### config.mk
export PLATFORM = sky130hd
export DESIGN_NAME = i2c_reg_table_cfg
export DESIGN_NICKNAME = d
export VERILOG_FILES = /design/src/rtl/i2c_reg_table_cfg.sv
export SDC_FILE = /design/constraint.sdc
export NUM_CORES = 1
export LEC_CHECK = 0
export ABC_AREA = 1
export BUFFER_PORTS_ARGS = -buffer_cell sky130_fd_sc_hd__buf_2
export CAP_MARGIN = 40
export CORE_ASPECT_RATIO = 1.2
export CORE_MARGIN = 1
export CORE_UTILIZATION = 30
export CTS_BUF_LIST = sky130_fd_sc_hd__clkbuf_4 sky130_fd_sc_hd__clkbuf_8
export CTS_CLUSTER_SIZE = 40
export DETAILED_ROUTE_END_ITERATION = 7
export GPL_TIMING_DRIVEN = 0
export SYNTH_ARGS = -nofsm -noshare
export SYNTH_HDL_FRONTEND = slang
export SYNTH_SLANG_ARGS = --single-unit
### constraint.sdc
create_clock -name iCLK -period 1.45 [get_ports iCLK]
set_input_delay 0.29 -clock iCLK [delete_from_list [all_inputs] [get_ports iCLK]]
set_output_delay 0.29 -clock iCLK [all_outputs]
set_load 0.1 [all_outputs]
### src/rtl/i2c_reg_table_cfg.sv
// I2C register-table configurator: walks a ROM of {sub,data} entries and
// writes each to DEV_ADDR with a built-in tick-driven bit engine.
// Ports: iCLK/iRST_N clock and async reset; tbl_addr/tbl_data ROM port;
//   start/int_n restart requests; scl_oe/sda_oe/sda_i open-drain bus;
//   busy/ready/error/err_idx status.
module i2c_reg_table_cfg #(
  parameter int          CLK_FREQ      = 50000000,
  parameter int          I2C_FREQ      = 100000,
  parameter logic [7:0]  DEV_ADDR      = 8'h72,
  parameter int          TBL_DEPTH     = 31,
  parameter int          TBL_AW        = 6,
  parameter int          MAX_RETRY     = 3,
  parameter int          REINIT_ON_INT = 1
) (
  input  logic              iCLK,
  input  logic              iRST_N,
  output logic [TBL_AW-1:0] tbl_addr,
  input  logic [15:0]       tbl_data,
  input  logic              start,
  input  logic              int_n,
  output logic              scl_oe,
  output logic              sda_oe,
  input  logic              sda_i,
  output logic              busy,
  output logic              ready,
  output logic              error,
  output logic [TBL_AW-1:0] err_idx
);

  localparam int TICK_RAW = CLK_FREQ / (4 * I2C_FREQ);
  localparam int TICK     = (TICK_RAW < 1) ? 1 : TICK_RAW;
  localparam int DW       = (TICK > 1) ? $clog2(TICK) : 1;
  localparam int RW       = (MAX_RETRY > 0) ? $clog2(MAX_RETRY + 1) : 1;

  typedef enum logic [2:0] {
    S_IDLE, S_LOAD, S_START, S_SHIFT,
    S_ACK, S_STOP, S_NEXT, S_DONE
  } state_t;

  state_t            state_q, state_d;
  logic [DW-1:0]     div_q, div_d;
  logic [1:0]        ph_q, ph_d;
  logic [2:0]        bit_q, bit_d;
  logic [1:0]        byte_q, byte_d;
  logic [23:0]       sr_q, sr_d;
  logic [TBL_AW-1:0] idx_q, idx_d;
  logic [RW-1:0]     retry_q, retry_d;
  logic              nack_q, nack_d;
  logic              err_q, err_d;
  logic [TBL_AW-1:0] eidx_q, eidx_d;
  logic              ld_q, ld_d;
  logic              scl_q, scl_d;
  logic              sda_q, sda_d;
  logic              int_s1_q, int_s2_q;
  logic              sda_s1_q, sda_s2_q;
  logic              tick;
  logic              restart;

  assign tick    = (div_q == DW'(TICK - 1));
  assign restart = start | ((REINIT_ON_INT != 0) & ~int_s2_q);

  assign tbl_addr = idx_q;
  assign scl_oe   = scl_q;
  assign sda_oe   = sda_q;
  assign busy     = (state_q != S_IDLE) && (state_q != S_DONE);
  assign ready    = (state_q == S_DONE);
  assign error    = err_q;
  assign err_idx  = eidx_q;

  always_ff @(posedge iCLK or negedge iRST_N) begin
    if (!iRST_N) begin
      state_q  <= S_IDLE;
      div_q    <= '0;
      ph_q     <= '0;
      bit_q    <= '0;
      byte_q   <= '0;
      sr_q     <= '0;
      idx_q    <= '0;
      retry_q  <= '0;
      nack_q   <= 1'b0;
      err_q    <= 1'b0;
      eidx_q   <= '0;
      ld_q     <= 1'b0;
      scl_q    <= 1'b0;
      sda_q    <= 1'b0;
      int_s1_q <= 1'b1;
      int_s2_q <= 1'b1;
      sda_s1_q <= 1'b1;
      sda_s2_q <= 1'b1;
    end else begin
      state_q  <= state_d;
      div_q    <= div_d;
      ph_q     <= ph_d;
      bit_q    <= bit_d;
      byte_q   <= byte_d;
      sr_q     <= sr_d;
      idx_q    <= idx_d;
      retry_q  <= retry_d;
      nack_q   <= nack_d;
      err_q    <= err_d;
      eidx_q   <= eidx_d;
      ld_q     <= ld_d;
      scl_q    <= scl_d;
      sda_q    <= sda_d;
      int_s1_q <= int_n;
      int_s2_q <= int_s1_q;
      sda_s1_q <= sda_i;
      sda_s2_q <= sda_s1_q;
    end
  end

  always_comb begin
    state_d = state_q;
    div_d   = tick ? '0 : div_q + DW'(1);
    ph_d    = ph_q;
    bit_d   = bit_q;
    byte_d  = byte_q;
    sr_d    = sr_q;
    idx_d   = idx_q;
    retry_d = retry_q;
    nack_d  = nack_q;
    err_d   = err_q;
    eidx_d  = eidx_q;
    ld_d    = ld_q;
    scl_d   = 1'b0;
    sda_d   = 1'b0;
    unique case (state_q)
      S_IDLE: begin
        idx_d   = '0;
        retry_d = '0;
        state_d = S_LOAD;
      end
      // ROM is synchronous: address set on entry, data valid next cycle.
      // Divider is cleared so the first bus phase is a full tick.
      S_LOAD: begin
        div_d = '0;
        ph_d  = '0;
        ld_d  = 1'b1;
        if (ld_q) begin
          ld_d    = 1'b0;
          sr_d    = {DEV_ADDR, tbl_data};
          bit_d   = '0;
          byte_d  = '0;
          nack_d  = 1'b0;
          state_d = S_START;
        end
      end
      S_START: begin
        sda_d = (ph_q != 2'd0);
        scl_d = (ph_q == 2'd3);
        if (tick) begin
          ph_d = ph_q + 2'd1;
          if (ph_q == 2'd3) state_d = S_SHIFT;
        end
      end
      // Phase 0 holds SDA while SCL falls; data changes in phase 1.
      S_SHIFT: begin
        scl_d = ~ph_q[1];
        sda_d = (ph_q == 2'd0) ? sda_q : ~sr_q[23];
        if (tick) begin
          ph_d = ph_q + 2'd1;
          if (ph_q == 2'd3) begin
            sr_d  = {sr_q[22:0], 1'b0};
            bit_d = bit_q + 3'd1;
            if (bit_q == 3'd7) state_d = S_ACK;
          end
        end
      end
      S_ACK: begin
        scl_d = ~ph_q[1];
        sda_d = (ph_q == 2'd0) ? sda_q : 1'b0;
        if (tick) begin
          ph_d = ph_q + 2'd1;
          if (ph_q == 2'd2) nack_d = sda_s2_q;
          if (ph_q == 2'd3) begin
            if (nack_q || byte_q == 2'd2) begin
              state_d = S_STOP;
            end else begin
              byte_d  = byte_q + 2'd1;
              state_d = S_SHIFT;
            end
          end
        end
      end
      S_STOP: begin
        scl_d = ~ph_q[1];
        sda_d = (ph_q == 2'd0) ? sda_q : (ph_q != 2'd3);
        if (tick) begin
          ph_d = ph_q + 2'd1;
          if (ph_q == 2'd3) begin
            state_d = S_NEXT;
            if (nack_q) begin
              if (retry_q != RW'(MAX_RETRY)) begin
                retry_d = retry_q + RW'(1);
                state_d = S_LOAD;
              end else begin
                err_d = 1'b1;
                if (!err_q) eidx_d = idx_q;
              end
            end
          end
        end
      end
      S_NEXT: begin
        retry_d = '0;
        if (idx_q == TBL_AW'(TBL_DEPTH - 1)) begin
          state_d = S_DONE;
        end else begin
          idx_d   = idx_q + TBL_AW'(1);
          state_d = S_LOAD;
        end
      end
      S_DONE: begin
        if (restart) begin
          err_d   = 1'b0;
          eidx_d  = '0;
          idx_d   = '0;
          retry_d = '0;
          state_d = S_LOAD;
        end
      end
    endcase
  end

endmodule

==> results.md, run 1 <==
- **list of cells traversed by the critical path** buf_6 -> nor2_4 -> a21oi_4 -> buf_12
- **main combinational cell family by area after synthesis** simple AND/OR/NAND/NOR gates
- **maximum achievable frequency** 606 MHz
- **post-route cell area** 4610 um2
- **Remaining DRCs** 0
- **simple-gate portion of the synthesized area** 26.7%
- **CP peak stage delay** 0.42 ns
- **count of nets left with antenna violations after detail routing** 0
- **worst vdd rail ir drop** 0.669 mV
- **synth unique cells** 31
- **Pins Over Slew Limit** 0
- **Chip Height** 118 um
- **cell taking the most area after synthesis** sky130_fd_sc_hd__dfrtp_1
- **type of origin of the critical path** register
- **filler instances** 1,052
- **final-layout worst hold slack** 0.0285 ns
- **Pwr per Cell Area** 762 nW/um2
- **synthesized area** 3350 um2
- **worst max-slew margin expressed relative to the limit** 44.8%
- **number of synthesized flops with an enable pin** 0
- **initial cell density of the core** 31.4%
- **RePlAce Congestion** 0.784
- **area fraction in compound gates after synthesis** 8.56%
- **Post-Synthesis Cells** 402
- **fraction of synthesized cell area taken by the top area cell type** 44.8%
- **Worst R2R Path Depth** 9
- **critical register-to-register path startpoint** state_q[2]$_DFFE_PN0P_
- **Comb power frac** 2.9%
- **FF+latch count, synth** 64
- **reported net switching power** 0.847 mW
- **CTS hold repair buffers** 0
- **outcome** complete, but fails checks
- **Required @ worst endpoint** 1.16 ns
- **full die area** 11,600 um2
- **area of the multi-input gates** 1800 um2
- **root buffer selected by CTS** sky130_fd_sc_hd__clkbuf_8
- **Clk Latency, worst-skew pair** 0.34 ns
- **total CTS buffers** 9
- **row count** 41
- **worst reg-to-reg setup slack** -0.20 ns
- **largest driver fanout on the critical path** 8
- **Vias** 2,978
- **layout cells sized above 1** 38.0%
- **CTS H-tree depth** 3
- **Critical Path Start** state_q[1]$_DFFE_PN0P_
- **maximum buffer depth of the clock tree** 2
- **non-filler instance count after layout** 624
- **minimum setup slack in the final design** -0.201 ns
- **proportion of synthesized area in mux cells** 4.48%
- **placed cell count** 568
- **top post-synthesis cells by area** sky130_fd_sc_hd__dfrtp_1 45%, sky130_fd_sc_hd__nand2_1 14%, sky130_fd_sc_hd__ha_1 4.5%, sky130_fd_sc_hd__inv_1 4.5%, sky130_fd_sc_hd__mux2i_1 4.5%
- **commonest non-fill, non-tap cells in the layout** 96 x sky130_fd_sc_hd__nand2_1, 53 x sky130_fd_sc_hd__dfrtp_1, 39 x sky130_fd_sc_hd__buf_4
- **total length of routed wires** 8.22 mm
- **Crit. path cell count** 4
- **I/O Pins** 38
- **parity-gate share of the synthesized area counting xor and xnor cells** 0.785%
- **Net count, final** 523
- **instance area at placement** 3740 um2
- **Floorplan Core Area** 10,700 um2
- **capture point of the worst reg-to-reg path** err_idx[2]$_DFFE_PN0P_
- **Arrival @ worst endpoint** 1.36 ns
- **count of buffer and inverter cells on the critical path** 2
- **Seq pwr share** 52.2%
- **part of the cycle the worst path needs** 114%
- **vias in the first global route** 2,867
- **Final Hold Viols** 0
- **Detailed Route Iter0 Violations** 100
- **number of sinks on the clock net** 64
- **CTS tree** yes
- **endpoint class of the critical path** output pin
- **largest clock skew in the final design** 0.0106 ns
- **signed area change from the synthesized netlist to the final layout** 37.7%
- **global-route wire length before repair** 12.9 mm
- **total area of sequential cells** 1620 um2
- **initial antenna violation count** 0
- **WL per Instance** 13.2 um
- **critical path's slowest cell** sky130_fd_sc_hd__dfrtp_1
- **dominant register cell in the synthesized netlist** sky130_fd_sc_hd__dfrtp_1
- **iteration count of the initial detailed-routing pass** 7
- **Horiz. Die Dim** 98.4 um
- **endpoint of the most critical setup path** busy
- **DR vias/cell** 4.77
- **detailed placer's ending HPWL** 5.08 mm
- **Leakage** 2.27 nW
- **Port Buf Inserts** 37
- **Final Core Density** 43.2%
- **GR Overflow Total** 0
- **violations in the final reports** negative setup slack
- **async set-or-reset flop fraction in the synthesized netlist** 100%
- **Worst Tran Pin Value** 0.828 ns
- **part of the power in the clock network** 44.9%
- **internal power** 2.67 mW
- **average cell area after synthesis** 8.33 um2
- **number of antenna diodes** 0
- **most common library cell in the layout ignoring fill and taps** sky130_fd_sc_hd__nand2_1
- **Finish-stage setup viols** 51
- **RSZ-0062 raised after global routing** true
- **Switching Fraction** 24.1%
- **Adder-Cell Fraction of Synth Area** 4.48%
- **Synth Warn #** 0
- **clk slew on worst S/H paths** 0.07 ns
- **min Tclk post-route** 1.65 ns
- **register area share after synthesis** 48.0%
- **number of maximum-capacitance constraint violations** 0
- **maximum number of pins on one net before global-route repair** 65
- **number of nets produced by synthesis** 435
- **GRT Util Overall** 13.8%
- **Worst Hold Class** primary input to asynchronous set/reset pin
- **Crit Path Category** register to output pin
- **category of cells accounting for the largest share of critical-path delay** flip-flops
-- synthesized netlist by cell type (6+ instances only) --
cell / number
sky130_fd_sc_hd__o21ai_1: 22
sky130_fd_sc_hd__mux2i_1: 15
sky130_fd_sc_hd__inv_1: 40
sky130_fd_sc_hd__nand4_1: 12
sky130_fd_sc_hd__a21oi_1: 6
sky130_fd_sc_hd__ha_1: 12
sky130_fd_sc_hd__nand3_1: 22
sky130_fd_sc_hd__nand2_1: 124
sky130_fd_sc_hd__nor2_1: 30
sky130_fd_sc_hd__o21ai_0: 19
sky130_fd_sc_hd__dfrtp_1: 60
-- worst min path at each step --
| stage | end | depth (start not counted) |
|---|---|---|
| final | err_idx[2]$_DFFE_PN0P_ | 1 |
| after floorplan | bit_q[0]$_DFFE_PN0P_ | 0 |
| after CTS | sda_s1_q$_DFF_PN1_ | 1 |
| after global routing | sda_s1_q$_DFF_PN1_ | 1 |
| after global placement | int_s2_q$_DFF_PN1_ | 0 |
| after detailed placement | sda_s2_q$_DFF_PN1_ | 0 |
-- power by group through the flow --
stage	clock (mW)	combinational [mW]	sequential, mW
after floorplan	0	0.0321	1.86
after global placement	0	0.0979	1.86
after detailed placement	0	0.101	1.86
after CTS	1.62	0.100	1.83
after global routing	1.69	0.121	1.84
final	1.58	0.102	1.83
-- logic make-up after synthesis --
kind of cell               after synthesis
adders and majority gates               12
and+or+nand+nor                        203
muxes                                   15
buffers and inverters                   52
AOI/OAI and AO/OA                       53
xor gates and xnor gates                 3
DFF                                     64
-- per-stage QoR --
step | power [mW] | worst slack [ns] | setup TNS [ns]
final | 3.51 | -0.201 | -5.18
after floorplan | 1.89 | -0.299 | -5.05
after global placement | 1.96 | -0.383 | -21.56
after global routing | 3.64 | -0.260 | -9.24
after detailed placement | 1.97 | -0.326 | -11.55
after CTS | 3.55 | -0.214 | -3.17
-- registers in the layout, summed over array words and instances, names as in the netlist, 2 cells and up --
name / flops
retry_q: 2
ph_q: 2
err_idx: 6
state_q: 3
byte_q: 2
bit_q: 3
div_q: 7
sr_q: 24
tbl_addr: 6
-- timing repair --
action | CTS | global route
resized for setup | 55 | 66
gates cloned | 2 | 4
endpoints found under the setup margin | 59 | 55
pin swaps | 7 | 19
setup buffers | 14 | 20
-- layout make-up --
| class | count | share of cell area, % |
|---|---|---|
| Buffer | 9 | 1.98 |
| Clock buffer | 9 | 2.69 |
| Clock inverter | 7 | 1.71 |
| Inverter | 43 | 4.07 |
| Multi-Input combinational cell | 287 | 39.0 |
| Sequential cell | 64 | 35.1 |
| Tap cell | 129 | 3.50 |
| Timing Repair Buffer | 75 | 11.8 |
| Timing Repair inverter | 1 | 0.163 |
-- layer usage --
layer | part of all wire (%) | up-vias | global-route usage [%]
met5 | 0 | - | 0
met4 | 1.3 | 0 | 4.01
met3 | 3.3 | 9 | 3.03
met2 | 53 | 57 | 24.9
met1 | 43 | 1427 | 16.2
li1 | - | 1485 | -
(Power assumes the default switching activity.)
==> run 2, diff against run 1 <==
clock period = 1.8 ns   (was 1.45 ns; I/O delays follow)
==> run 2 against run 1 <==
The run ends with design-rule violations left. Cell area fell by 13%. First-iteration DRC count is 34% higher. Sequential cell count stayed put. Global-route usage down 0.33 points. Hold slack better by 0.052 ns. Combinational power shrank 23%. Power is 16% lower. Clock-buffer cell count did not move. Via count decreased by 6.8%. Critical path type unchanged. Critical endpoint unchanged. Largest power group unchanged. Highest routed layer unchanged.
==> results.md, run 2 (synthesis results as in run 1) <==
- **outcome** complete, but fails checks
- **violations in the final reports** design-rule violations
- **Leakage** 2.00 nW
- **RSZ-0062 raised after global routing** true
- **maximum achievable frequency** 571 MHz
- **Floorplan Core Area** 10,700 um2
- **setup_tns** 0 ns
- **maximum buffer depth of the clock tree** 2
- **count of buffer and inverter cells on the critical path** 3
- **root buffer selected by CTS** sky130_fd_sc_hd__clkbuf_8
- **Pwr per Cell Area** 738 nW/um2
- **Vias** 2,776
- **category of cells accounting for the largest share of critical-path delay** buffers and inverters
- **Finish-stage setup viols** 0
- **signed area change from the synthesized netlist to the final layout** 19.9%
- **WL per Instance** 12.1 um
- **count of buffers added by post-CTS timing repair for setup** 0
- **endpoint class of the critical path** output pin
- **number of sinks on the clock net** 64
- **Chip Height** 118 um
- **GRT Util Overall** 13.4%
- **number of maximum-capacitance constraint violations** 0
- **CTS tree** yes
- **Pins Over Slew Limit** 0
- **Worst Tran Pin Value** 0.816 ns
- **worst max-slew margin expressed relative to the limit** 45.6%
- **largest clock skew in the final design** 0.0182 ns
- **Final Hold Viols** 0
- **clk slew on worst S/H paths** 0.08 ns
- **Required @ worst endpoint** 1.44 ns
- **critical path's slowest cell** sky130_fd_sc_hd__dfrtp_1
- **Final Core Density** 37.6%
- **number of flip-flops under the largest register name** 24
- **largest registers** sr_q: 24 flops, div_q: 7 flops
- **total length of routed wires** 7.07 mm
- **global-route wire length before repair** 12.6 mm
- **CTS H-tree depth** 3
- **DR vias/cell** 4.75
- **iteration count of the initial detailed-routing pass** 8
- **initial antenna violation count** 0
- **full die area** 11,600 um2
- **Critical Path Start** state_q[2]$_DFFE_PN0P_
- **number of antenna diodes** 0
- **RePlAce Congestion** 0.825
- **GR Overflow Total** 0
- **part of the cycle the worst path needs** 97.3%
- **CP peak stage delay** 0.40 ns
- **minimum setup slack in the final design** 0.0483 ns
- **detailed placer's ending HPWL** 5.05 mm
- **largest register by flop count** sr_q
- **commonest non-fill, non-tap cells in the layout** 123 x sky130_fd_sc_hd__nand2_1, 54 x sky130_fd_sc_hd__dfrtp_1, 40 x sky130_fd_sc_hd__inv_1
- **Port Buf Inserts** 37
- **type of origin of the critical path** register
- **worst vdd rail ir drop** 0.388 mV
- **Remaining DRCs** 3
- **total CTS buffers** 9
- **critical register-to-register path startpoint** state_q[2]$_DFFE_PN0P_
- **count of nets left with antenna violations after detail routing** 0
- **Detailed Route Iter0 Violations** 134
- **I/O Pins** 38
- **maximum number of pins on one net before global-route repair** 65
- **initial cell density of the core** 31.4%
- **min Tclk post-route** 1.75 ns
- **placement-stage worst setup slack** 0.0168 ns
- **most common library cell in the layout ignoring fill and taps** sky130_fd_sc_hd__nand2_1
- **Crit Path Category** register to output pin
- **Worst Hold Class** primary input to asynchronous set/reset pin
- **list of cells traversed by the critical path** buf_6 -> inv_8 -> nor2_4 -> a21oi_4 -> buf_12
- **Net count, final** 483
- **vias in the first global route** 2,772
- **Horiz. Die Dim** 98.4 um
- **row count** 41
- **Clk Latency, worst-skew pair** 0.35 ns
- **Arrival @ worst endpoint** 1.39 ns
- **layout cells sized above 1** 20.7%
- **largest driver fanout on the critical path** 9
## run 2: path summary, 6_finish.rpt
check,end,slack [ns],cells past startpoint
worst max-delay path,busy,0.05,5
worst min-delay path,tbl_addr[4]$_DFFE_PN0P_,0.08,1
worst max register to register,sr_q[21]$_DFFE_PN0P_,0.12,8
worst min register to register,sda_s2_q$_DFF_PN1_,0.36,0
max in group asynchronous,ld_q$_DFFE_PN0P_,1.14,1
min in group iCLK,int_s1_q$_DFF_PN1_,0.11,1
## run 2: report_power, final
| group | total (mW) | switching (mW) | internal, mW |
|---|---|---|---|
| logic | 0.0788 | 0.0478 | 0.0310 |
| registers | 1.47 | 0.0111 | 1.46 |
| clock network | 1.41 | 0.617 | 0.794 |
| total | 2.96 | 0.676 | 2.29 |
## run 2: what timing repair did
action	4_1_cts	5_1_grt
gates resized for setup	10	8
hold endpoints to repair	0	0
hold buffers	0	0
pin swaps	0	0
setup endpoints to repair	3	18
## run 2: worst reg2reg max path, delay by kind of cell, from the launching register on
family,cells,cell delay [ns]
compound gates,2,0.23
buf+inv,3,0.53
flops,1,0.40
simple gates,3,0.41
## run 2: per-stage QoR
step,area (um2),hold slack (ns),total power [mW],instances
floorplan,3380,0.0644,1.53,402
global placement,3720,0.348,1.58,568
detailed placement,3720,0.347,1.59,568
CTS,3980,0.0963,3.02,584
global route,4020,0.0955,3.09,584
finish,4020,0.0802,2.96,584
## run 2: cell type report
| cell class | count | area (um2) |
|---|---|---|
| clock buffer | 9 | 124 |
| sequential | 64 | 1610 |
| multi-input combinational | 286 | 1560 |
| buffer | 9 | 75.1 |
| clock inverter | 7 | 103 |
| tap | 129 | 161 |
| timing repair buffer | 37 | 213 |
| inverter | 43 | 169 |
| fill | 1114 | 6660 |
## run 2: layer usage
layer / vias to the layer above / GRT usage, % / wire (um)
met1: 1306 / 16.6 / 3180
li1: 1399 / - / -
met4: 0 / 5.69 / 72
met3: 10 / 3.21 / 282
met5: - / 0 / 0
met2: 61 / 22.3 / 3530
==> run 3, diff against run 2 <==
clock period = 2.15 ns   (was 1.8 ns; I/O delays follow)
==> run 3 against run 2 <==
Hold slack improved by 0.086 ns. Sequential power fell by 16%. Clock skew is 0.0089 ns lower. Largest cell class unchanged. Critical endpoint unchanged. Critical path depth decreased by 1. Power is 16% lower. Via count is 0.40% higher. Cell area decreased by 2.0%. Critical path type unchanged. The run still ends with design-rule violations left.
==> results.md, run 3 (synthesis results as in run 1) <==
- **Pwr per Cell Area** 635 nW/um2
- **I/O Pins** 38
- **signed area change from the synthesized netlist to the final layout** 17.6%
- **Horiz. Die Dim** 98.4 um
- **Port Buf Inserts** 37
- **full die area** 11,600 um2
- **total length of routed wires** 7.12 mm
- **Final Core Density** 36.9%
- **initial cell density of the core** 31.4%
- **Crit Path Category** register to output pin
- **CTS tree** yes
- **CTS H-tree depth** 3
- **Remaining DRCs** 3
- **non-filler instance count after layout** 584
- **Clk Latency, worst-skew pair** 0.36 ns
- **clk slew on worst S/H paths** 0.08 ns
- **WL per Instance** 12.2 um
- **commonest non-fill, non-tap cells in the layout** 124 x sky130_fd_sc_hd__nand2_1, 60 x sky130_fd_sc_hd__dfrtp_1, 40 x sky130_fd_sc_hd__inv_1
- **largest driver fanout on the critical path** 10
- **count of buffer and inverter cells on the critical path** 2
- **row count** 41
- **endpoint class of the critical path** output pin
- **CP peak stage delay** 0.41 ns
- **RSZ-0062 raised after global routing** false
- **type of origin of the critical path** register
- **min Tclk post-route** 2.04 ns
- **part of the cycle the worst path needs** 95.0%
- **placement-stage worst setup slack** 0.407 ns
- **iteration count of the initial detailed-routing pass** 6
- **category of cells accounting for the largest share of critical-path delay** buffers and inverters
- **initial antenna violation count** 0
- **largest register by flop count** sr_q
- **critical path's slowest cell** sky130_fd_sc_hd__dfrtp_1
- **vias in the first global route** 2,803
- **total CTS buffers** 9
- **Vias** 2,787
- **outcome** complete, but fails checks
- **layout cells sized above 1** 18.7%
- **Required @ worst endpoint** 1.72 ns
- **detailed placer's ending HPWL** 4.99 mm
- **number of maximum-capacitance constraint violations** 0
- **root buffer selected by CTS** sky130_fd_sc_hd__clkbuf_8
- **largest registers** sr_q: 24 flops, div_q: 7 flops
- **maximum buffer depth of the clock tree** 2
- **global-route wire length before repair** 12.5 mm
- **worst vdd rail ir drop** 0.360 mV
- **number of flip-flops under the largest register name** 24
- **Final Hold Viols** 0
- **Switching Fraction** 23.5%
- **maximum achievable frequency** 489 MHz
- **Seq pwr share** 49.3%
- **count of nets left with antenna violations after detail routing** 0
- **Detailed Route Iter0 Violations** 138
- **Arrival @ worst endpoint** 1.61 ns
- **internal power** 1.91 mW
- **Chip Height** 118 um
- **GRT Util Overall** 13.4%
- **placed cell count** 568
- **maximum number of pins on one net before global-route repair** 65
- **DR vias/cell** 4.77
- **Net count, final** 483
- **Pins Over Slew Limit** 0
- **Floorplan Core Area** 10,700 um2
- **Worst Tran Pin Value** 0.800 ns
- **number of antenna diodes** 0
- **Worst Hold Class** primary input to asynchronous set/reset pin
- **minimum setup slack in the final design** 0.107 ns
- **Leakage** 1.99 nW
- **list of cells traversed by the critical path** buf_6 -> nor2_1 -> a21oi_2 -> clkbuf_4
- **worst max-slew margin expressed relative to the limit** 46.6%
- **reported net switching power** 0.588 mW
- **Comb power frac** 2.6%
- **largest clock skew in the final design** 0.00935 ns
- **part of the power in the clock network** 48.1%
- **number of sinks on the clock net** 64
- **GR Overflow Total** 0
- **RePlAce Congestion** 0.829
- **violations in the final reports** design-rule violations
- **Finish-stage setup viols** 0
- **most common library cell in the layout ignoring fill and taps** sky130_fd_sc_hd__nand2_1
- **setup_tns** 0 ns
==> run 3: path summary, 6_finish.rpt <==
| kind | to | depth (start not counted) | startpoint | slack (ns) |
|---|---|---|---|---|
| worst max-delay path | busy | 4 | state_q[1]$_DFFE_PN0P_ | 0.11 |
| worst min-delay path | tbl_addr[5]$_DFFE_PN0P_ | 1 | iRST_N | 0.17 |
| worst max register to register | tbl_addr[0]$_DFFE_PN0P_ | 9 | state_q[1]$_DFFE_PN0P_ | 0.37 |
| worst min register to register | sda_s2_q$_DFF_PN1_ | 0 | sda_s1_q$_DFF_PN1_ | 0.36 |
| max in group asynchronous | sr_q[23]$_DFFE_PN0P_ | 1 | iRST_N | 1.47 |
| min in group iCLK | int_s1_q$_DFF_PN1_ | 1 | int_n | 0.17 |
==> run 3: final cells by class <==
type | count | area, um2
Clock buffer | 9 | 124
Tap cell | 129 | 161
Sequential cell | 64 | 1610
Buffer | 9 | 72.6
Fill cell | 1122 | 6730
Timing Repair Buffer | 37 | 190
Clock inverter | 7 | 101
Inverter | 43 | 161
Multi-Input combinational cell | 286 | 1520
==> run 3: power groups by stage <==
stage	registers (mW)	logic (mW)	clock network, mW
6_report	1.23	0.0647	1.20
2_1_floorplan	1.26	0.0215	0
3_5_place_dp	1.26	0.0686	0
5_1_grt	1.24	0.0772	1.28
3_3_place_gp	1.26	0.0664	0
4_1_cts	1.23	0.0685	1.23
==> run 3: what timing repair did <==
item,CTS,global route
resized for setup,0,1
buffers inserted,0,0
setup endpoints to repair,0,1
hold buffers,0,0
==> run 3: worst reg2reg max path, stage by stage, from the launching register on <==
cell	delay (ns)
sky130_fd_sc_hd__dfrtp_1	0.41
sky130_fd_sc_hd__buf_6	0.15
sky130_fd_sc_hd__nor2_1	0.30
sky130_fd_sc_hd__nand2_1	0.10
sky130_fd_sc_hd__nand2_1	0.15
sky130_fd_sc_hd__nand2_1	0.11
sky130_fd_sc_hd__nor2_4	0.19
sky130_fd_sc_hd__inv_1	0.11
sky130_fd_sc_hd__nand2_1	0.06
sky130_fd_sc_hd__o21ai_0	0.08
==> run 3: stage by stage <==
| step | hold slack, ns | power [mW] | area [um2] |
|---|---|---|---|
| finish | 0.166 | 2.50 | 3940 |
| floorplan | 0.134 | 1.28 | 3360 |
| CTS | 0.159 | 2.54 | 3930 |
| global placement | 0.347 | 1.32 | 3710 |
| global route | 0.153 | 2.59 | 3940 |
| detailed placement | 0.347 | 1.33 | 3710 |
==> run 3: metal layers <==
layer	part of all wire, %	wire [um]	up-vias	GRT usage (%)
met4	2.2	159	0	7.09
li1	-	-	1398	-
met1	48	3390	1325	16.3
met2	47	3340	53	22.2
met5	0	0	-	0
met3	3.3	238	11	2.85
